===== src/rtl/demux_1_8_seq.sv =====
// Registered 1-to-8 demultiplexer with valid/ready input, per-channel hold-until-ack
// registers, and an optional round-robin channel pointer.
module demux_1_8_seq #(
  parameter int WIDTH = 3
) (
  input  logic             clk,
  input  logic             rst_n,
  input  logic             in_valid,
  output logic             in_ready,
  input  logic [WIDTH-1:0] d,
  input  logic [2:0]       s,
  input  logic             auto_mode,
  input  logic             clear,
  input  logic [7:0]       rd_ack,
  output logic [WIDTH-1:0] y0,
  output logic [WIDTH-1:0] y1,
  output logic [WIDTH-1:0] y2,
  output logic [WIDTH-1:0] y3,
  output logic [WIDTH-1:0] y4,
  output logic [WIDTH-1:0] y5,
  output logic [WIDTH-1:0] y6,
  output logic [WIDTH-1:0] y7,
  output logic [7:0]       y_valid,
  output logic [2:0]       cnt,
  output logic             frame_done
);

  logic [WIDTH-1:0] y_p0 [8];
  logic [2:0]       sel;
  logic             acc;
  logic [7:0]       wr_mask;

  function automatic logic [2:0] cnt_next(input logic [2:0] c);
    return 3'(c + 3'd1);
  endfunction

  // Select and handshake: in_ready never depends on in_valid.
  always_comb begin
    sel      = auto_mode ? cnt : s;
    in_ready = ~clear & (~y_valid[sel] | rd_ack[sel]);
    acc      = in_valid & in_ready;
    wr_mask  = acc ? (8'b1 << sel) : 8'b0;
  end

  // Stage p0: channel registers, flags and pointer.
  always_ff @(posedge clk) begin
    if (!rst_n) begin
      for (int k = 0; k < 8; k++) y_p0[k] <= '0;
      y_valid    <= '0;
      cnt        <= '0;
      frame_done <= 1'b0;
    end else if (clear) begin
      y_valid    <= '0;
      cnt        <= '0;
      frame_done <= 1'b0;
    end else begin
      // A write wins over an ack on the same channel: the ack consumes the old word.
      y_valid    <= (y_valid & ~rd_ack) | wr_mask;
      if (acc) y_p0[sel] <= d;
      if (acc && auto_mode) cnt <= cnt_next(cnt);
      frame_done <= acc & auto_mode & (cnt == 3'd7);
    end
  end

  assign y0 = y_p0[0];
  assign y1 = y_p0[1];
  assign y2 = y_p0[2];
  assign y3 = y_p0[3];
  assign y4 = y_p0[4];
  assign y5 = y_p0[5];
  assign y6 = y_p0[6];
  assign y7 = y_p0[7];

endmodule


===== config.mk =====
export PLATFORM = sky130hd
export DESIGN_NAME = demux_1_8_seq
export DESIGN_NICKNAME = d
export VERILOG_FILES = /design/src/rtl/demux_1_8_seq.sv
export SDC_FILE = /design/constraint.sdc
export NUM_CORES = 1
export LEC_CHECK = 0
export BUFFER_PORTS_ARGS = -buffer_cell sky130_fd_sc_hd__clkbuf_2
export CAP_MARGIN = 10
export CORE_MARGIN = 2
export CORE_UTILIZATION = 45
export CTS_BUF_LIST = sky130_fd_sc_hd__clkbuf_16
export CTS_CLUSTER_DIAMETER = 200
export DETAILED_ROUTE_END_ITERATION = 8
export HOLD_SLACK_MARGIN = 0.06
export PLACE_DENSITY = 0.71
export SYNTH_ARGS = -nofsm -noshare
export SYNTH_HDL_FRONTEND = slang
export SYNTH_SLANG_ARGS = --single-unit

===== constraint.sdc =====
create_clock -name clk -period 5.9 [get_ports clk]
set_input_delay 1.18 -clock clk [delete_from_list [all_inputs] [get_ports clk]]
set_output_delay 1.18 -clock clk [all_outputs]
set_load 0.03 [all_outputs]

==> impl_metrics.csv, run 1 <==
group,metric,value,unit
final_layout,antennaDiodeCount,0,
setup_path,crit_type,"in2out",
power_and_ir_drop,p_int,0.4531,mW
setup_path,reg2reg_from,"cnt[0]$_SDFFE_PP0P_",
die,die_x,69.03,µm
clock_tree,numCtsBuffers,5,
clock_tree,clk-insertion-delay-late,0.28,ns
setup_path,critical_path_arrival,3.08,ns
sta,rsz0062_at_grt,"no",
detailed_routing,top_layer_used,"met4",
setup_path,cpMaxStageDelayCell,"mux4_2",
die,coreArea,4029,µm²
global_route,grt_pass1_vias,1474,
global_route,grt_first_pass_wirelength,7341,µm
synthesis,ys_ff_latch,36,
final_layout,design_area,2316,µm²
flow_run,cap_viol_max_count,0,
final_layout,finish.utilization,0.5748,
detailed_routing,wl_met1,1977,µm
place,place_inst,259,
min_path,hold_class,"reg2reg",
power_and_ir_drop,pwr-share-clk,0.401,
final_layout,final_cells,267,
place,place_area,2178,µm²
setup_path,worstSetupEndpointType,"output pin",
synthesis,netlist_top_cells_count,"edfxtp_1, nor3_1, nand2_1",
sta,slew_headroom,0.2560,
sta,drv_slew,0,
setup_path,crit_fanout,16,
synthesis,netlist_area,1903,µm²
power_and_ir_drop,sw_frac_of_total,0.2527,
global_route,grt_usage,0.1942,
sta,clock_skew,0.005006,ns
die,dieArea,4765,µm²
place,routabilityCongestion,0.8605,
setup_path,rr_worst_depth,7,
detailed_routing,wire_per_inst,16.48,µm
clock_tree,cts_htree_levels,2,
sta,fin_crit_sh,0.7212,
power_and_ir_drop,ir_drop,143.0,µV
detailed_routing,wl_met2,2062,µm
synthesis,yosys.area.top_type,"edfxtp_1",
final_layout,drive_gt1_frac,0.3825,
detailed_routing,dr.pass1.iters,4,
synthesis,synth_edf_count,24,
synthesis,synthFlopType,"edfxtp_1",
detailed_routing,vias_per_cell,5.685,
detailed_routing,wirelength,4401,µm
synthesis,yosysWarnings,0,
clock_tree,cts_setup_buffers,0,
synthesis,synth_most_common_cell,"edfxtp_1",
detailed_routing,ant_nets,0,
clock_tree,cts_tree,"done",
clock_tree,clock_path_buffers,2,
clock_tree,clkTransAtPathRegs,0.05,ns
setup_path,r2r_slack,3.14,ns
synthesis,yosys-top-cells-area,"edfxtp_1, dfxtp_1, o31ai_2",
sta,period_needed,4.255,ns
setup_path,path_common_cell,"clkbuf_2",
die,die_h,69.03,µm
sta,worst_slew_pin_slew,1.114,ns
synthesis,syn-num-nets,188,
synthesis,netlist.area_leader.share,0.3787,
place,hpwlAfterDp,3243,µm
setup_path,crit_end,"in_ready",
die,ios,56,
detailed_routing,routed-wl-met3,262,µm
place,io_buffers,55,
clock_tree,cts_resized,0,
final_layout,areaGrowthSynthToFinish,21.70,%
sta,hold_violations,0,
power_and_ir_drop,p_comb_frac,0.135,
detailed_routing,drt_iter0_markers,107,
synthesis,synth_cells,167,
final_layout,layout.nets,237,
global_route,antenna_found_initial,0,
power_and_ir_drop,p_leak,0.9188,nW
die,num_rows,23,
clock_tree,cts_sinks,36,
setup_path,crit_required,4.72,ns
setup_path,r2r-end,"y_p0[0][0]$_SDFFCE_PN0P_",
synthesis,async_flop_share,0,
setup_path,crit_start,"auto_mode",
power_and_ir_drop,power.switching,0.1532,mW
detailed_routing,drcViolationCount,0,
synthesis,avgSynthCellArea,11.40,µm²
die,start_util,0.4724,
sta,max_freq,0.2350,GHz
setup_path,cpPeakStageDelay,0.50,ns
global_route,grt_max_degree,34,
synthesis,yosysUniqueCellTypes,37,
sta,setup_viol,0,
outcome,status,"completed",
sta,fin_tns_setup,0,ns
power_and_ir_drop,p_seq_frac,0.464,
global_route,gr-total-overflow,0,
power_and_ir_drop,power-per-cell-area,261.8,nW/µm²
synthesis,yosysSeqAreaShare,0.5049,
detailed_routing,vias,1518,
clock_tree,postCtsHoldBufs,0,
setup_path,start_kind,"primary input",
clock_tree,cts-root-buf,"clkbuf_16",
setup_path,cp_cell_sequence,"clkbuf_2 -> nand2b_4 -> a21boi_4 -> mux4_2 -> nand2_1 -> nand3b_2 -> inv_1 -> clkbuf_2",
cell families after synthesis:
group                    Yosys count  synth area share
adder cells (fa/ha/maj)            2           0.01315
multiplexers                       8           0.05523
flip-flops                        36            0.5049
buffers and inverters             22           0.05457
AND/OR/NAND/NOR                   69            0.2124
AO/OA/AOI/OAI                     30            0.1598
through the flow:
stage	worst slack (ns)	hold WS, ns	power [mW]
6_report	1.645	0.5103	0.6063
5_1_grt	1.527	0.5336	0.6265
4_1_cts	1.648	0.5071	0.6101
3_5_place_dp	1.677	0.4966	0.3680
3_3_place_gp	1.708	0.4989	0.3671
2_1_floorplan	1.986	0.6149	0.3442
flip-flops by register name (all words and copies together) (netlist names):
name / flops
cnt: 3
y_valid: 8
y_p0: 24
frame_done: 1
per-layer routing:
metal / up-vias / GRT usage
met4: 0 / 0.07190
met3: 10 / 0.04678
met2: 56 / 0.3098
met1: 710 / 0.2566
met5: - / 0
li1: 742 / -
area by class of cell:
class / count / area, µm²
tap: 50 / 62.56
timing repair buffer: 57 / 290.3
sequential: 36 / 960.9
inverter: 7 / 26.28
multi-input combinational: 109 / 838.3
clock inverter: 3 / 12.51
clock buffer: 5 / 125.1
fill: 367 / 1713
power groups by stage:
stage	clock, mW	sequential (mW)	combinational, mW
2_1_floorplan	0	0.305	0.0389
3_3_place_gp	0	0.286	0.0811
3_5_place_dp	0	0.286	0.0817
4_1_cts	0.247	0.281	0.0821
5_1_grt	0.256	0.282	0.0881
6_report	0.243	0.281	0.0818
worst max-delay path, delay by kind of cell:
kind | cells | cell delay, ns
AND/OR/NAND/NOR | 3 | 0.58
multiplexers | 1 | 0.50
buffers and inverters | 3 | 0.60
AO/OA/AOI/OAI | 1 | 0.20
how the worst min path moves through the flow:
stage                          start               endpoint  slack, ns  cells past startpoint
4_1_cts        y_valid[0]$_SDFF_PP0_  y_valid[0]$_SDFF_PP0_       0.51                      2
5_1_grt        y_valid[0]$_SDFF_PP0_  y_valid[0]$_SDFF_PP0_       0.53                      2
6_report       y_valid[0]$_SDFF_PP0_  y_valid[0]$_SDFF_PP0_       0.51                      2
3_3_place_gp   y_valid[5]$_SDFF_PP0_  y_valid[5]$_SDFF_PP0_       0.50                      2
3_5_place_dp   y_valid[0]$_SDFF_PP0_  y_valid[0]$_SDFF_PP0_       0.50                      2
2_1_floorplan    cnt[2]$_SDFFE_PP0P_    cnt[2]$_SDFFE_PP0P_       0.61                      2
cells in the final DEF (no fill, tap or decap):
cell type and n:
nand3b_2 1, nand4b_1 1, a2111oi_0 1, a32oi_1 1
nor2b_1 1, o31ai_1 4, a21o_1 2, mux2i_1 6
nor4_1 7, nand3_1 8, nor2_1 3, nand2_1 14
nor3_2 1, o31a_1 1, and2_1 1, and3_1 3
o31ai_2 12, nand3b_1 9, mux4_2 2, a31oi_1 2
inv_1 9, o32a_1 1, buf_4 2, clkbuf_16 5
clkbuf_2 55, a21oi_1 2, dfxtp_1 12, edfxtp_1 24
o21a_1 1, nand2b_4 1, a21boi_4 1, o2111ai_2 1
nand4b_4 1, clkinv_2 1, o32ai_1 1, nor3_1 18
ha_1 2
Note: power is estimated with default switching activity, not from simulation.
==> inputs of run 2 (changes only) <==
--- a/config.mk
+++ b/config.mk
@@ -13,7 +13,7 @@
 export CTS_CLUSTER_DIAMETER = 200
 export DETAILED_ROUTE_END_ITERATION = 8
 export HOLD_SLACK_MARGIN = 0.06
-export PLACE_DENSITY = 0.71
+export PLACE_DENSITY = 0.74
 export SYNTH_ARGS = -nofsm -noshare
 export SYNTH_HDL_FRONTEND = slang
 export SYNTH_SLANG_ARGS = --single-unit
==> constraint.sdc (replaced) <==
create_clock -name clk -period 3.65 [get_ports clk]
set_input_delay 0.73 -clock clk [delete_from_list [all_inputs] [get_ports clk]]
set_output_delay 0.73 -clock clk [all_outputs]
set_load 0.03 [all_outputs]
==> run 2 against run 1 <==
Effect of this change:
- wire length decreased by 3.1%
- global-route usage decreased by 0.94 points
- cell area up 0.65%
- largest power group unchanged
- non-clock buffer count increased by 2
==> impl_metrics.csv, run 2 (synthesized netlist as in run 1, its figures left out) <==
group,metric,value,unit
detailed_routing,drcViolationCount,0,
die,ios,56,
final_layout,largest_reg_flops,24,
place,hpwlAfterDp,3211,µm
die,die_h,69.03,µm
final_layout,final_common_cell,"clkbuf_2",
sta,clock_skew,0.004963,ns
setup_path,r2r_slack,1.06,ns
clock_tree,postCtsHoldBufs,0,
die,dieArea,4765,µm²
sta,rsz0062_at_grt,"no",
place,routabilityCongestion,0.8241,
sta,fin_crit_sh,0.9120,
final_layout,final_cells,269,
clock_tree,cts_resized,0,
final_layout,layout.nets,239,
detailed_routing,ant_nets,0,
sta,fin_tns_setup,0,ns
setup_path,worstSetupEndpointType,"output pin",
setup_path,reg2reg_from,"cnt[0]$_SDFFE_PP0P_",
power_and_ir_drop,power-per-cell-area,420.3,nW/µm²
setup_path,crit_end,"in_ready",
clock_tree,cts_sinks,36,
clock_tree,cts_setup_buffers,0,
outcome,status,"completed",
final_layout,antennaDiodeCount,0,
die,num_rows,23,
flow_run,cap_viol_max_count,0,
final_layout,top_register,"y_p0",
sta,worst_slew_pin_slew,0.9734,ns
clock_tree,clock_path_buffers,2,
global_route,grt_max_degree,27,
final_layout,fillers,351,
die,start_util,0.4724,
die,die_x,69.03,µm
setup_path,crit_start,"auto_mode",
setup_path,crit_type,"in2out",
setup_path,critical_path_arrival,2.60,ns
detailed_routing,wire_per_inst,15.86,µm
sta,period_needed,3.329,ns
setup_path,rr_worst_depth,5,
final_layout,multi_input_area,838.3,µm²
setup_path,r2r-end,"y_p0[0][0]$_SDFFCE_PN0P_",
setup_path,start_kind,"primary input",
die,coreArea,4029,µm²
clock_tree,cts_tree,"done",
clock_tree,clk-insertion-delay-late,0.28,ns
detailed_routing,wirelength,4266,µm
clock_tree,cts_htree_levels,2,
setup_path,crit_fanout,16,
global_route,grt_pass1_vias,1436,
global_route,grt_first_pass_wirelength,6975,µm
place,io_buffers,55,
final_layout,drive_gt1_frac,0.3881,
final_layout,reg.largest.list,"y_p0 (24), y_valid (8), cnt (3)",
power_and_ir_drop,ir_drop,205.0,µV
global_route,antenna_found_initial,0,
sta,setup_viol,0,
final_layout,areaGrowthSynthToFinish,22.49,%
clock_tree,cts-root-buf,"clkbuf_16",
detailed_routing,dr.pass1.iters,4,
sta,slew_headroom,0.3510,
sta,hold_violations,0,
global_route,grt_usage,0.1848,
sta,drv_slew,0,
detailed_routing,vias,1537,
setup_path,crit_required,2.92,ns
clock_tree,clkTransAtPathRegs,0.05,ns
detailed_routing,vias_per_cell,5.714,
place,place_inst,261,
final_layout,final_cell_mix,"clkbuf_2, edfxtp_1, nor3_1",
detailed_routing,drt_iter0_markers,91,
min_path,hold_class,"reg2reg",
final_layout,regArea,960.9,µm²
clock_tree,numCtsBuffers,5,
power_and_ir_drop,p_leak,0.9284,nW
sta,max_freq,0.3004,GHz
global_route,gr-total-overflow,0,
run 2: cell types whose count changed in the layout (fill, tap and decap cells not counted):
cell / change
buf_4: +2
run 2: critical path: stages:
cell and delay [ns]:
clkbuf_2 0.28, nand2b_4 0.21, a21boi_4 0.20, mux4_2 0.51, nand2_1 0.18, nand3b_2 0.20, inv_1 0.09, clkbuf_2 0.20
run 2: layer usage:
layer  global-route usage  wire length [µm]  up-vias
met4              0.07190                66        0
met3              0.06140               306        7
met1               0.2345              1888      717
met5                    0                 0        -
li1                     -                 -      747
met2               0.2917              2004       66
run 2: power by group:
group          switching [mW]  internal [mW]  total (mW)
combinational          0.0954         0.0385       0.134
clock                   0.146          0.246       0.392
sequential            0.00468          0.449       0.454
total                   0.246          0.734       0.980
run 2: area by class of cell:
type                       count  share of cell area
clock buffer                   5             0.05368
tap                           50             0.02684
timing repair buffer          59              0.1310
sequential                    36              0.4122
clock inverter                 3            0.005368
inverter                       7             0.01127
multi-input combinational    109              0.3596
run 2: worst min-delay path by stage:
stage | from | to | slack (ns) | cells after the start
after floorplan | cnt[2]$_SDFFE_PP0P_ | cnt[2]$_SDFFE_PP0P_ | 0.61 | 2
after global placement | y_valid[0]$_SDFF_PP0_ | y_valid[0]$_SDFF_PP0_ | 0.51 | 2
after detailed placement | y_valid[0]$_SDFF_PP0_ | y_valid[0]$_SDFF_PP0_ | 0.50 | 2
after CTS | y_valid[0]$_SDFF_PP0_ | y_valid[0]$_SDFF_PP0_ | 0.51 | 2
after global routing | y_valid[5]$_SDFF_PP0_ | y_valid[5]$_SDFF_PP0_ | 0.52 | 2
final | y_valid[6]$_SDFF_PP0_ | y_valid[6]$_SDFF_PP0_ | 0.51 | 2
run 2: metrics by stage:
step / total power [mW] / util / cell area [µm²] / hold WS (ns) / setup slack (ns)
6_report: 0.9797 / 0.5786 / 2331 / 0.5074 / 0.3210
5_1_grt: 1.012 / 0.5786 / 2331 / 0.5178 / 0.2021
4_1_cts: 0.9869 / 0.5786 / 2331 / 0.5072 / 0.3210
3_5_place_dp: 0.5957 / 0.5444 / 2193 / 0.4968 / 0.2546
3_3_place_gp: 0.5942 / 0.5444 / 2193 / 0.5054 / 0.3471
2_1_floorplan: 0.5564 / - / 1903 / 0.6149 / 0.6361
